## src/rtl/led_strip_scheduler.sv

```systemverilog
// WS2812 strip scheduler: fetches each pixel colour from the mixer, serialises it GRB/MSB-first,
// then holds the line low for the latch/reset gap. Optional LED_BRIGHTNESS_EN adds brilho scaling.
module led_strip_scheduler #(
  parameter int unsigned N        = 10,
  parameter int unsigned NUM_LEDS = 60,
  parameter int unsigned T0H_CYC  = 20,
  parameter int unsigned T1H_CYC  = 40,
  parameter int unsigned TBIT_CYC = 63,
  parameter int unsigned TRST_CYC = 3000
) (
  input  logic         clock,
  input  logic         reset_n,
  input  logic         start,
  input  logic [N-1:0] nivel,
`ifdef LED_BRIGHTNESS_EN
  input  logic [2:0]   brilho,
`endif
  input  logic [23:0]  cor_led,
  output logic [N-1:0] led_idx,
  output logic         dout,
  output logic         busy,
  output logic         done
);

  localparam int unsigned CntMax = (TBIT_CYC > TRST_CYC) ? TBIT_CYC : TRST_CYC;
  localparam int unsigned CW     = $clog2(CntMax + 1);

  typedef enum logic [2:0] {
    StIdle,
    StFetch,
    StCapture,
    StBit,
    StGap,
    StDone
  } state_e;

  state_e        state_q, state_d;
  logic [N-1:0]  i_q, i_d;
  logic [N-1:0]  nivel_q, nivel_d;
  logic [N-1:0]  idx_q, idx_d;
  logic [23:0]   pix_q, pix_d;
  logic [4:0]    bitcnt_q, bitcnt_d;
  logic [CW-1:0] cnt_q, cnt_d;
  logic          dout_q, dout_d;
  logic [7:0]    ch_r, ch_g, ch_b;

`ifdef LED_BRIGHTNESS_EN
  logic [2:0] brilho_q, brilho_d;

  assign ch_r = cor_led[23:16] >> brilho_q;
  assign ch_g = cor_led[15:8]  >> brilho_q;
  assign ch_b = cor_led[7:0]   >> brilho_q;
`else
  assign ch_r = cor_led[23:16];
  assign ch_g = cor_led[15:8];
  assign ch_b = cor_led[7:0];
`endif

  always_comb begin
    state_d  = state_q;
    i_d      = i_q;
    nivel_d  = nivel_q;
    idx_d    = idx_q;
    pix_d    = pix_q;
    bitcnt_d = bitcnt_q;
    cnt_d    = cnt_q;
`ifdef LED_BRIGHTNESS_EN
    brilho_d = brilho_q;
`endif

    unique case (state_q)
      StIdle: begin
        if (start) begin
          nivel_d = nivel;
          i_d     = '0;
          idx_d   = '0;
`ifdef LED_BRIGHTNESS_EN
          brilho_d = brilho;
`endif
          state_d = StFetch;
        end
      end
      StFetch: begin
        state_d = StCapture;
      end
      StCapture: begin
        pix_d    = (i_q <= nivel_q) ? {ch_g, ch_r, ch_b} : 24'h000000;
        bitcnt_d = 5'd23;
        cnt_d    = '0;
        state_d  = StBit;
      end
      StBit: begin
        if (cnt_q == CW'(TBIT_CYC - 1)) begin
          cnt_d = '0;
          if (bitcnt_q == 5'd0) begin
            if (i_q == N'(NUM_LEDS - 1)) begin
              state_d = StGap;
            end else begin
              i_d     = i_q + N'(1);
              idx_d   = i_q + N'(1);
              state_d = StFetch;
            end
          end else begin
            bitcnt_d = bitcnt_q - 5'd1;
          end
        end else begin
          cnt_d = cnt_q + CW'(1);
        end
      end
      StGap: begin
        if (cnt_q == CW'(TRST_CYC - 1)) begin
          cnt_d   = '0;
          state_d = StDone;
        end else begin
          cnt_d = cnt_q + CW'(1);
        end
      end
      StDone: begin
        state_d = StIdle;
      end
      default: begin
        state_d = StIdle;
      end
    endcase

    // dout is registered from next-state values so the serial line never glitches.
    dout_d = (state_d == StBit) &&
             (cnt_d < (pix_d[bitcnt_d] ? CW'(T1H_CYC) : CW'(T0H_CYC)));
  end

  always_ff @(posedge clock or negedge reset_n) begin
    if (!reset_n) begin
      state_q  <= StIdle;
      i_q      <= '0;
      nivel_q  <= '0;
      idx_q    <= '0;
      pix_q    <= '0;
      bitcnt_q <= '0;
      cnt_q    <= '0;
      dout_q   <= 1'b0;
`ifdef LED_BRIGHTNESS_EN
      brilho_q <= '0;
`endif
    end else begin
      state_q  <= state_d;
      i_q      <= i_d;
      nivel_q  <= nivel_d;
      idx_q    <= idx_d;
      pix_q    <= pix_d;
      bitcnt_q <= bitcnt_d;
      cnt_q    <= cnt_d;
      dout_q   <= dout_d;
`ifdef LED_BRIGHTNESS_EN
      brilho_q <= brilho_d;
`endif
    end
  end

  assign led_idx = idx_q;
  assign dout    = dout_q;
  assign busy    = (state_q == StFetch) || (state_q == StCapture) ||
                   (state_q == StBit)   || (state_q == StGap);
  assign done    = (state_q == StDone);

endmodule
```

## config.mk

```make
export PLATFORM = sky130hd
export DESIGN_NAME = led_strip_scheduler
export DESIGN_NICKNAME = d
export VERILOG_FILES = /design/src/rtl/led_strip_scheduler.sv
export SDC_FILE = /design/constraint.sdc
export NUM_CORES = 1
export LEC_CHECK = 0
export ABC_AREA = 1
export CORE_ASPECT_RATIO = 2
export CORE_MARGIN = 2
export CORE_UTILIZATION = 40
export CTS_CLUSTER_DIAMETER = 80
export CTS_CLUSTER_SIZE = 40
export DETAILED_ROUTE_END_ITERATION = 7
export PLACE_DENSITY = 0.66
export SYNTH_ARGS = -nofsm -noshare
export SYNTH_HDL_FRONTEND = slang
export SYNTH_SLANG_ARGS = --single-unit
```

## constraint.sdc

```tcl
create_clock -name clock -period 5.7 [get_ports clock]
set_input_delay 1.14 -clock clock [delete_from_list [all_inputs] [get_ports clock]]
set_output_delay 1.14 -clock clock [all_outputs]
set_load 0.01 [all_outputs]
```

==> results.cfg <==
[run_status]
outcome = finished clean

[floorplanning]
core_area_um2 = 9380
die_width_um = 73.5
initial_core_util = 0.412
die-area_um2 = 10500
die_h_um = 143
io_pins = 50
std_cell_rows = 50

[placement]
placed_cells = 659
hpwl_mm = 7.34
gp_congestion = 0.866
dpl_cell_area_um2 = 4420
io_buffers = 49
place_ws_ps = 2130

[power]
power.leakage_uw = 0.00244
p_per_area_nw_per_um2 = 239
vdd_drop_max_uv = 157

[grt]
antenna_found_initial = 0
grt_pass1_vias = 3564
grt_max_degree = 66
grt_pass1_wl_mm = 16.1
track_usage = 0.199
grt_overflow_total = 0

[finish]
final_cell_area_um2 = 4750
syn2layout_area_growth_pct = 23.1
drive_above_1_share = 0.0841
multi_input_area_um2 = 1840
regArea_um2 = 1630
n_antenna_cell = 0
final_cells = 675
final.fill_count = 926
fin_nets = 621

[sta]
slew_headroom = 0.446
period_share = 0.625
fin_crit_ps = 3560
max_freq_mhz = 281
fin_skew_ps = 4.66
setup_tns_ps = 0
finalWorstSetupSlack_ps = 2140
slew_violations = 0
rsz0062_at_grt = no
hold_viol_final = 0
worst_pin_slew_ps = 832
setup_violations = 0

[worst_setup_path]
worst_ep_arrival_time_ps = 3830
cp.depth = 20
cp_max_fo = 38
max_stage_delay_ps = 430
crit_chain = nor2_4 -> inv_4 -> nor2_4 -> inv_2 -> nand2_1 -> o21ai_2 -> inv_1 -> nand3_1 -> nand3_1 -> nand3_1 -> nand2_1 -> nand2_1 -> nand2_1 -> inv_1 -> ha_1 -> nand2_1 -> nand2_1 -> nor4_1 -> nand4_1 -> a21oi_2
rr_worst_depth = 20
crit_path_start_kind = flip-flop
crit_path_frequent_cell = nand2_1
cp-end-kind = flip-flop
rr_startpoint = state_q[2]
cp_slowest_cell = dfrtp_1
critPathKind = flip-flop to flip-flop
timing.critical_path.from = state_q[2]
required_ps = 5960
critPathTopFamily = simple AND/OR/NAND/NOR gates
cp_num_buf_inv = 4

[synthesis]
synthSimpleGateAreaFrac = 0.339
async_flop_share = 1.00
synth-seq-cells = 65
synthAdderAreaFrac = 0.0583
synth_compound_area_frac = 0.0745
avgSynthCellArea_um2 = 7.50
yosysSeqAreaShare = 0.421
yosys-top-cells-count = 138 x nand2_1, 81 x inv_1, 65 x dfrtp_1, 50 x nand3_1, 39 x nor2_1
synth_top_area_cell = dfrtp_1
synth_flop_cell = dfrtp_1
synth.area.top_cells = dfrtp_1 42%, nand2_1 13%, inv_1 7.9%
synth_xor_xnor_area_share = 0.00454
syn_inst = 515
ys_warn_count = 0
synth_top_area_share = 0.421
synth.distinct_cells = 38
synthesis.nets = 570
yosys-mux-area-fraction = 0
synth_most_common_cell = nand2_1
synth_edf_count = 0
synth_top_family_by_area = simple AND/OR/NAND/NOR gates
syn-cell-area_um2 = 3860

[hold_path]
min_path_cells = 2
worstHoldStart = pix_q[20]
min_path_type = flip-flop to flip-flop

[detailed_routing]
num_vias = 3514
first_pass_iters = 4
wl_per_cell_um = 14.0
ant_nets = 0
drc = 0
first_iter_violations = 182
avgViaCountPerCell = 5.21
routed_wl_mm = 9.46

[clock_network]
post_cts_resize_count = 0
clkSinkCount = 65
cts_setup_buffers = 0
htree_levels = 3
worstSkewPairLatency_ps = 330
clk_path_buf_depth = 2
ctsHoldBuffers = 0
cts_tree = yes
clock-root-buffer = clkbuf_16
cts.clk_slew.worst_paths_ps = 50
cts_made_buffers = 9

[run]
drv_cap = 0
-- where the power goes --
group          internal (µW)  switching [µW]  total, µW
Sequential               471            3.22        474
Combinational           31.6            27.1       58.7
Clock                    405             198        602
-- cell usage in the layout, fill, tap and decap left out, types with 2 or more instances in the layout --
cell and count:
nor4_1 5, o211ai_1 2, inv_2 6, clkbuf_16 9, nand2_2 5, bufinv_16 2
dfrtp_1 65, nor2_1 39, nand3_2 3, nand2_1 138, inv_1 81, nand4_1 13
o21ai_0 25, clkdlybuf4s50_1 48, nor3_1 13, o21ai_2 2, nor2_4 6, clkbuf_8 2
clkinv_2 2, nand3_1 50, ha_1 18, a21oi_1 17
-- metrics by stage --
stage / total power (µW) / utilization / hold slack (ps)
finish: 1140 / 0.507 / 474
global route: 1180 / 0.507 / 486
CTS: 1140 / 0.507 / 476
detailed placement: 542 / 0.471 / 463
global placement: 541 / 0.471 / 458
floorplan: 500 / - / 444
-- worst paths after layout --
path                         endpoint  slack, ps
hold / removal              pix_q[20]        470
hold reg to reg             pix_q[20]        470
setup reg to reg                 dout       2140
max in group asynchronous   cnt_q[11]       4160
min in group asynchronous  nivel_q[7]        980
setup / recovery                 dout       2140
-- metal layers --
metal,GRT usage,share of wire
met1,0.199,0.36
met2,0.376,0.57
met3,0.0303,0.031
met4,0.103,0.035
met5,0,0
-- registers in the layout, summed over array words and instances (netlist names) --
register / flops
led_idx: 10
pix_q: 24
cnt_q: 12
nivel_q: 10
dout: 1
state_q: 3
bitcnt_q: 5
-- final cells by class --
class | instances | area share
clock buffer | 11 | 0.0532
clock inverter | 5 | 0.0163
inverter | 88 | 0.0700
multi-input combinational | 352 | 0.387
sequential | 65 | 0.342
tap | 104 | 0.0274
timing repair buffer | 50 | 0.104
-- cell families after synthesis --
logic type | count (synthesis)
buffers and inverters | 98
DFF | 65
adders and majority gates | 18
xor gates and xnor gates | 2
AOI/OAI and AO/OA | 52
and+or+nand+nor | 280
-- tightest hold or removal path: cells and delay by family, from the launching register on --
kind          cells  cell delay [ps]
flops             1              310
simple gates      2              120
(Power assumes the default switching activity.)
